`config.mk`:
```
export PLATFORM = sky130hd
export DESIGN_NAME = multicycle_control
export DESIGN_NICKNAME = d
export VERILOG_FILES = /design/src/rtl/multicycle_control.sv
export SDC_FILE = /design/constraint.sdc
export NUM_CORES = 1
export LEC_CHECK = 0
export ABC_AREA = 1
export CAP_MARGIN = 0
export CORE_AREA = 5 5 48 60
export CTS_CLUSTER_SIZE = 10
export DETAILED_ROUTE_END_ITERATION = 7
export DIE_AREA = 0 0 53 65
export GPL_TIMING_DRIVEN = 0
export PLACE_DENSITY = 0.6
export SETUP_SLACK_MARGIN = 0.02
export SLEW_MARGIN = 5
export SYNTH_ARGS = -nofsm -noshare
export SYNTH_HDL_FRONTEND = slang
export SYNTH_SLANG_ARGS = --single-unit
```
`constraint.sdc`:
```
create_clock -name clk -period 3.55 [get_ports clk]
set_input_delay 0.71 -clock clk [delete_from_list [all_inputs] [get_ports clk]]
set_output_delay 0.71 -clock clk [all_outputs]
set_load 0.05 [all_outputs]
```
`src/rtl/multicycle_control.sv`:
```
// Main control FSM for the multi-cycle MIPS datapath (Moore, 4-bit state).
// Ports: clk/reset (sync, active-high), opcode[5:0] in; datapath strobes,
//   mux selects, ALUOp class, illegal pulse and debug state out.
module multicycle_control (
  input  logic       clk,
  input  logic       reset,
  input  logic [5:0] opcode,
  output logic       PCWrite,
  output logic       PCWriteCond,
  output logic       PCWriteCondNE,
  output logic       IorD,
  output logic       MemRead,
  output logic       MemWrite,
  output logic       IRWrite,
  output logic       MemtoReg,
  output logic       RegDst,
  output logic       RegWrite,
  output logic       ALUSrcA,
  output logic [1:0] ALUSrcB,
  output logic       ZeroExt,
  output logic [1:0] ALUOp,
  output logic [1:0] PCSource,
  output logic       illegal,
  output logic [3:0] state
);

  typedef enum logic [3:0] {
    S_FETCH  = 4'd0,
    S_DECODE = 4'd1,
    S_MEMADR = 4'd2,
    S_MEMRD  = 4'd3,
    S_MEMWB  = 4'd4,
    S_MEMWR  = 4'd5,
    S_EXEC   = 4'd6,
    S_RWB    = 4'd7,
    S_BEQ    = 4'd8,
    S_JUMP   = 4'd9,
    S_BNE    = 4'd10,
    S_ADDIEX = 4'd11,
    S_IWB    = 4'd12,
    S_ANDIEX = 4'd13
  } state_e;

  localparam logic [5:0] OP_RTYPE = 6'b000000;
  localparam logic [5:0] OP_J     = 6'b000010;
  localparam logic [5:0] OP_BEQ   = 6'b000100;
  localparam logic [5:0] OP_BNE   = 6'b000101;
  localparam logic [5:0] OP_ADDI  = 6'b001000;
  localparam logic [5:0] OP_ANDI  = 6'b001100;
  localparam logic [5:0] OP_LW    = 6'b100011;
  localparam logic [5:0] OP_SW    = 6'b101011;

  state_e state_q, state_d;
  logic   illegal_d;
  state_e dec_state;

  always_ff @(posedge clk) begin
    if (reset) begin
      state_q <= S_FETCH;
    end else begin
      state_q <= state_d;
    end
  end

  // Next state; opcode is only looked at in DECODE and MEMADR.
  always_comb begin
    state_d   = S_FETCH;
    illegal_d = 1'b0;
    case (state_q)
      S_FETCH:  state_d = S_DECODE;
      S_DECODE: begin
        case (opcode)
          OP_LW, OP_SW: state_d = S_MEMADR;
          OP_RTYPE:     state_d = S_EXEC;
          OP_BEQ:       state_d = S_BEQ;
          OP_BNE:       state_d = S_BNE;
          OP_J:         state_d = S_JUMP;
          OP_ADDI:      state_d = S_ADDIEX;
          OP_ANDI:      state_d = S_ANDIEX;
          default: begin
            state_d   = S_FETCH;
            illegal_d = 1'b1;
          end
        endcase
      end
      // Anything other than sw falls through to the load path.
      S_MEMADR: state_d = (opcode == OP_SW) ? S_MEMWR : S_MEMRD;
      S_MEMRD:  state_d = S_MEMWB;
      S_EXEC:   state_d = S_RWB;
      S_ADDIEX: state_d = S_IWB;
      S_ANDIEX: state_d = S_IWB;
      default:  state_d = S_FETCH;  // terminal states and unused 14/15
    endcase
  end

  // While reset is held the mux selects look like FETCH so the datapath
  // is already steering PC+4 when the first real fetch happens.
  assign dec_state = reset ? S_FETCH : state_q;

  always_comb begin
    PCWrite       = 1'b0;
    PCWriteCond   = 1'b0;
    PCWriteCondNE = 1'b0;
    IorD          = 1'b0;
    MemRead       = 1'b0;
    MemWrite      = 1'b0;
    IRWrite       = 1'b0;
    MemtoReg      = 1'b0;
    RegDst        = 1'b0;
    RegWrite      = 1'b0;
    ALUSrcA       = 1'b0;
    ALUSrcB       = 2'b00;
    ZeroExt       = 1'b0;
    ALUOp         = 2'b00;
    PCSource      = 2'b00;
    case (dec_state)
      S_FETCH: begin
        MemRead = 1'b1;
        IRWrite = 1'b1;
        PCWrite = 1'b1;
        ALUSrcB = 2'b01;
      end
      S_DECODE: ALUSrcB = 2'b11;
      S_MEMADR: begin
        ALUSrcA = 1'b1;
        ALUSrcB = 2'b10;
      end
      S_MEMRD: begin
        MemRead = 1'b1;
        IorD    = 1'b1;
      end
      S_MEMWB: begin
        RegWrite = 1'b1;
        MemtoReg = 1'b1;
      end
      S_MEMWR: begin
        MemWrite = 1'b1;
        IorD     = 1'b1;
      end
      S_EXEC: begin
        ALUSrcA = 1'b1;
        ALUOp   = 2'b10;
      end
      S_RWB: begin
        RegWrite = 1'b1;
        RegDst   = 1'b1;
      end
      S_BEQ: begin
        ALUSrcA     = 1'b1;
        ALUOp       = 2'b01;
        PCWriteCond = 1'b1;
        PCSource    = 2'b01;
      end
      S_BNE: begin
        ALUSrcA       = 1'b1;
        ALUOp         = 2'b01;
        PCWriteCondNE = 1'b1;
        PCSource      = 2'b01;
      end
      S_JUMP: begin
        PCWrite  = 1'b1;
        PCSource = 2'b10;
      end
      S_ADDIEX: begin
        ALUSrcA = 1'b1;
        ALUSrcB = 2'b10;
        ALUOp   = 2'b00;
      end
      S_ANDIEX: begin
        ALUSrcA = 1'b1;
        ALUSrcB = 2'b10;
        ALUOp   = 2'b11;
        ZeroExt = 1'b1;
      end
      S_IWB: RegWrite = 1'b1;
      default: ;
    endcase
    // Strobes are suppressed combinationally so a reset aborts immediately.
    if (reset) begin
      PCWrite       = 1'b0;
      PCWriteCond   = 1'b0;
      PCWriteCondNE = 1'b0;
      MemRead       = 1'b0;
      MemWrite      = 1'b0;
      IRWrite       = 1'b0;
      RegWrite      = 1'b0;
    end
  end

  assign illegal = illegal_d & ~reset;
  assign state   = state_q;

endmodule

```
==> summary.md, run 1 <==
| Metric | Value |
|---|---|
| DR WL/cell | 9.57 um |
| DR vias/cell | approximately 4.5 |
| CTS H-tree depth | 1 |
| Core area | between 2000 and 2500 sq um |
| WL final | ~1600 um |
| Layout cell share with drive strength beyond 1 | 13.3% |
| CTS tree | done |
| Finish-stage setup viols | 0 |
| Clock Sinks | 4 |
| CTS root buffer | clkbuf_4 |
| Synth Flop Type | dfxtp_1 |
| # hold bufs at CTS | 0 |
| Clock latency on the worst-skew pair | roughly 0.23 ns |
| Register area share after synthesis | ~15% |
| Most frequent cells in the layout | clkdlybuf4s50_1, nor2_1, nand2_1 |
| Antenna Nets Post-Route | 0 |
| I/O Buffers | 30 |
| Final period util | between 90% and 100% |
| Hold path startpoint | state[3] |
| Commonest non-fill, non-tap cell in the layout | clkdlybuf4s50_1 |
| Top-level port count | 31 |
| Crit-path cells | clkdlybuf4s50_1 -> buf_2 -> nor2_1 -> nand2_1 -> nor2_1 -> nor2_1 -> nand3_1 -> clkdlybuf4s50_1 |
| Hpwl dp | about 1400 um |
| Reg clk slew, reported paths | approximately 0.030 ns |
| CP max FO | 10 |
| Async SR Flop Fraction | 0% |
| Worst min-delay path category | flip-flop to flip-flop |
| Bufs on Longest Clock Path | 2 |
| Hold slack | between 0.6 and 0.7 ns |
| Syn Nets | 110 |
| Pins Over Slew Limit | 0 |
| Final Hold Violating Endpoints | 0 |
| Starting Density | 23.2% |
| Largest register FFs | 4 |
| # nets final | approximately 150 |
| Initial DRC count | 15 |
| Worst path most repeated cell | nor2_1 |
| Type of origin of the critical path | primary input |
| Fmax | about 300 MHz |
| Number of flops mapped to enable cells by yosys | 0 |
| Placed cells | between 150 and 200 |
| Syn-to-layout area delta | 68.0% |
| Lkg Pwr | slightly above 0.4 nW |
| GRT Util Overall | between 10% and 20% |
| Status | completed |
| Number of diodes | 0 |
| CTS Buf Count | 3 |
| Layout Skew | 0.000376 ns |
| DR pass1 iterations | 4 |
| Worst Path Required | between 2 and 3 ns |
| Fillers | 262 |
| RSZ-0062 raised after global routing | false |
| Worst Path Arrival | between 2 and 3 ns |
| Post-synth cell types | 21 |
| DR DRC count | 0 |
| Largest net degree at the start of global routing | 11 |
| Placement Rows | 20 |
| RR Startpoint | state[1] |
| Vias in the first global route | approximately 700 |
| Width of the chip | ~53 um |
| Antenna violations before repair | 0 |
| VDD IR max | ~120 uV |
| Yosys warnings | 0 |
| Die H | about 65 um |
| Setup crit start | reset |
| CP top delay family | buffers and inverters |
| Setup TNS | 0 ns |
| Number of max-cap violations | 0 |
| CP Buf/Inv Count | 3 |
| Final Critical Period | 3.36 ns |
| Synthesized flop and latch total | 4 |
| Critical path class | primary input to primary output |
| GRT overflow | 0 |
| Mean Syn Cell Area | between 5 and 6 sq um |
| Die Footprint | 3450 sq um |
| Cell Area, Synth | roughly 540 sq um |
| First-pass GRT wire length | 2790 um |
| Placer Congestion | 0.807 |
| Crit end category | primary output |
| Syn Inst Count | slightly above 100 |
| Vias | ~760 |
| Slew at the pin closest to its max-slew limit | 0.504 ns |
| Slowest cell on crit path | clkdlybuf4s50_1 |
| Post-route insts no fill | around 170 |
| Crit path largest cell delay | about 0.80 ns |
| Cell count of the worst reg-to-reg path | 6 |
| Hold Path Stages | 2 |
| Power density cells | between 200 and 250 nW/um^2 |
| Max-Slew Margin vs Limit | 66.3% |
| Worst path depth | 8 |
[synth_stat cells (2+ instances only)]
cell	number	area share, %
a21oi_1	4	3.7
nand2_1	16	11
nor2_2	4	4.6
nand3_1	15	14
inv_2	6	4.2
o21ai_0	2	1.9
inv_1	10	7.0
dfxtp_1	4	15
nand4_1	5	5.8
nor2_1	24	17
nor3_1	2	1.9
[cell families (layout without fill, tap and decap cells)]
kind of cell           Yosys count  after routing  synth area share [%]
and+or+nand+nor                 70             70                  61.3
AOI/OAI and AO/OA               10             10                  10.4
buffers and inverters           18             51                  13.5
DFF                              4              4                  14.8
[metrics by stage]
step	utilization [%]	area, sq um	setup slack, ns	total power [mW]
floorplan	-	539	0.580	0.105
global placement	37.8	881	0.170	0.135
detailed placement	37.8	881	0.164	0.136
CTS	38.8	903	0.160	0.193
global route	38.9	906	0.0479	0.203
finish	38.9	906	0.191	0.189
[repair_timing]
item | in CTS | in global routing
endpoints found under the setup margin | 0 | 1
buffers inserted | 0 | 0
resized for setup | 0 | 1
endpoints found under the hold margin | 0 | 0
[path summary, 6_finish.rpt]
kind / to / slack, ns
worst max-delay path: ALUSrcA / 0.19
worst min register to register: state[3] / 0.62
worst max register to register: state[1] / 2.41
worst min-delay path: state[3] / 0.62
[worst reg2reg max path: cells and delay by family, from the launching register on]
| kind | cells | cell delay [ns] |
|---|---|---|
| flip-flops | 1 | 0.41 |
| buffers and inverters | 1 | 0.10 |
| AND/OR/NAND/NOR | 3 | 0.34 |
| AO/OA/AOI/OAI | 2 | 0.21 |
[layer usage]
metal  wire [um]  global-route usage, %  part of all wire (%)
met1         677                   11.7                    42
met5           0                      0                     0
met4           0                   2.56                     0
met2         799                   17.9                    50
met3         130                   3.22                   8.1
[cell type report]
class | count | area (sq um) | area share [%]
inverters | 16 | 60.1 | 6.63
well taps | 33 | 41.3 | 4.56
repair buffers | 30 | 303 | 33.4
clock buffers | 3 | 22.5 | 2.49
flip-flops and latches | 4 | 80.1 | 8.84
plain buffers | 2 | 12.5 | 1.38
multi-input cells | 80 | 387 | 42.7
[power breakdown]
group | internal, mW | switching (mW)
logic | 0.0298 | 0.0565
registers | 0.0469 | 0.00142
clock network | 0.0377 | 0.0166
total | 0.114 | 0.0745
No activity file was read; power rests on OpenSTA's default activity.
==> run 2: changes to the inputs <==
==> constraint.sdc (replaced) <==
create_clock -name clk -period 3.38 [get_ports clk]
set_input_delay 0.676 -clock clk [delete_from_list [all_inputs] [get_ports clk]]
set_output_delay 0.676 -clock clk [all_outputs]
set_load 0.05 [all_outputs]
==> run 2 against run 1 <==
Effect of this change: first-iteration DRC count unchanged; highest routed layer unchanged; largest cell class unchanged; clock power increased by 5.0%; utilization increased by 0.43 points; critical path depth decreased by 2.
==> summary.md, run 2 (synthesis results as in run 1) <==
| Metric | Value |
|---|---|
| RSZ-0062 raised after global routing | false |
| Vias in the first global route | between 700 and 800 |
| Busiest grt layer | met2 |
| Number of max-cap violations | 0 |
| Slew at the pin closest to its max-slew limit | slightly above 0.5 ns |
| GRT Util Overall | around a tenth |
| Worst Path Required | about 2.7 ns |
| DR WL/cell | around 9.6 um |
| Hold path startpoint | state[3] |
| Top-level port count | 31 |
| Largest net degree at the start of global routing | 11 |
| WL final | ~1600 um |
| Critical path class | primary input to primary output |
| Finish-stage setup viols | 0 |
| Reg clk slew, reported paths | around 0.030 ns |
| Number of diodes | 0 |
| Die Footprint | 3450 sq um |
| Worst min-delay path category | flip-flop to flip-flop |
| Final Hold Violating Endpoints | 0 |
| Most frequent cells in the layout | clkdlybuf4s50_1, nor2_1, nand2_1 |
| RR Startpoint | state[1] |
| Setup TNS | 0 ns |
| DR vias/cell | approximately 4.5 |
| Crit end category | primary output |
| Max-Slew Margin vs Limit | 65.4% |
| Cell count of the worst reg-to-reg path | 6 |
| Syn-to-layout area delta | 69.8% |
| Antenna violations before repair | 0 |
| Placement Rows | 20 |
| CTS root buffer | clkbuf_4 |
| Reg2Reg Setup Slack | roughly 2.2 ns |
| Layout cell share with drive strength beyond 1 | approximately an eighth |
| Clock latency on the worst-skew pair | between 0.2 and 0.25 ns |
| # hold bufs at CTS | 0 |
| Core area | about 2300 sq um |
| Pins Over Slew Limit | 0 |
| Commonest non-fill, non-tap cell in the layout | clkdlybuf4s50_1 |
| CTS H-tree depth | 1 |
| Met3 Use GR | under 10% |
| Lkg Pwr | between 0.4 and 0.5 nW |
| GRT overflow | 0 |
| I/O Buffers | 30 |
| Type of origin of the critical path | primary input |
| Layout Utilization | 39.4% |
| Starting Density | a little under a quarter |
| First-pass GRT wire length | 2790 um |
| Status | completed |
| Width of the chip | about 53 um |
| M1 GR Usage | a little under an eighth |
| Bufs on Longest Clock Path | 2 |
| Final Critical Period | around 3.2 ns |
| Vias | between 700 and 800 |
| DR pass1 iterations | 4 |
| DR DRC count | 0 |
| CP max FO | 6 |
| Met2 Resource Use GR | between 10% and 20% |
| Initial DRC count | 15 |
| Hold Path Stages | 2 |
| Hold endpoint | state[3] |
| Fillers | 261 |
| VDD IR max | 122 uV |
| Layout Skew | 0.000376 ns |
| Largest register FFs | 4 |
| # nets final | around 150 |
| Die H | roughly 65 um |
| Final period util | between 90% and 100% |
| Antenna Nets Post-Route | 0 |
| Worst Path Arrival | approximately 2.5 ns |
| Worst R2R End | state[1] |
| Fmax | 314 MHz |
| Hpwl dp | roughly 1400 um |
| Placer Congestion | 0.807 |
| CTS tree | done |
| CTS Buf Count | 3 |
| Power density cells | roughly 220 nW/um^2 |
| Clock Sinks | 4 |
==> run 2: changes by cell type in the layout (fill, tap and decap cells not counted), sizes merged <==
| cell | previous run | this run |
|---|---|---|
| clkdlybuf4s50 | 29 | 25 |
| dlymetal6s2s | 1 | 5 |
==> run 2: metrics by stage <==
stage / total power, mW / instance area [sq um] / setup WS (ns) / hold slack [ns] / std cells
2_1_floorplan: 0.111 / 539 / 0.474 / 0.820 / 102
3_3_place_gp: 0.142 / 881 / 0.0678 / 0.613 / 165
3_5_place_dp: 0.143 / 881 / 0.0621 / 0.620 / 165
4_1_cts: 0.203 / 903 / 0.0575 / 0.625 / 168
5_1_grt: 0.213 / 916 / 0.0752 / 0.661 / 168
6_report: 0.198 / 916 / 0.194 / 0.617 / 168
==> run 2: power by group <==
group	internal [mW]	switching, mW	total [mW]
sequential	0.0493	0.00149	0.0507
clock	0.0396	0.0174	0.0570
combinational	0.0311	0.0593	0.0904
total	0.120	0.0782	0.198
==> run 2: how the worst max path moves through the flow <==
stage          startpoint     endpoint  slack (ns)  depth (start not counted)
2_1_floorplan    state[0]      illegal        0.47                          5
3_3_place_gp        reset      illegal        0.07                          6
3_5_place_dp        reset      PCWrite        0.06                          7
4_1_cts             reset      illegal        0.06                          6
5_1_grt             reset  PCWriteCond        0.08                          5
6_report            reset   ALUSrcB[1]        0.19                          6
==> run 2: what timing repair did <==
| item | CTS | global route |
|---|---|---|
| hold endpoints to repair | 0 | 0 |
| setup endpoints to repair | 0 | 5 |
| setup buffers | 0 | 0 |
| resized for setup | 0 | 5 |
==> run 2: final cells by class <==
class / count / area [sq um] / share of cell area [%]
plain buffers: 2 / 12.5 / 1.37
clock buffers: 3 / 22.5 / 2.46
flip-flops and latches: 4 / 80.1 / 8.74
multi-input cells: 80 / 387 / 42.2
repair buffers: 30 / 313 / 34.2
inverters: 16 / 60.1 / 6.56
well taps: 33 / 41.3 / 4.51
==> run 2: layer usage <==
layer	part of all wire (%)	wire, um
met3	8.1	130
met1	42	681
met4	0	0
met2	50	800
met5	0	0
==> run 2: worst max-delay path: stages <==
cell and delay [ns]:
clkdlybuf4s50_1 0.45, nor2_1 0.11, nand2_1 0.16, o22a_1 0.24, nand3_1 0.07, clkdlybuf4s50_1 0.80
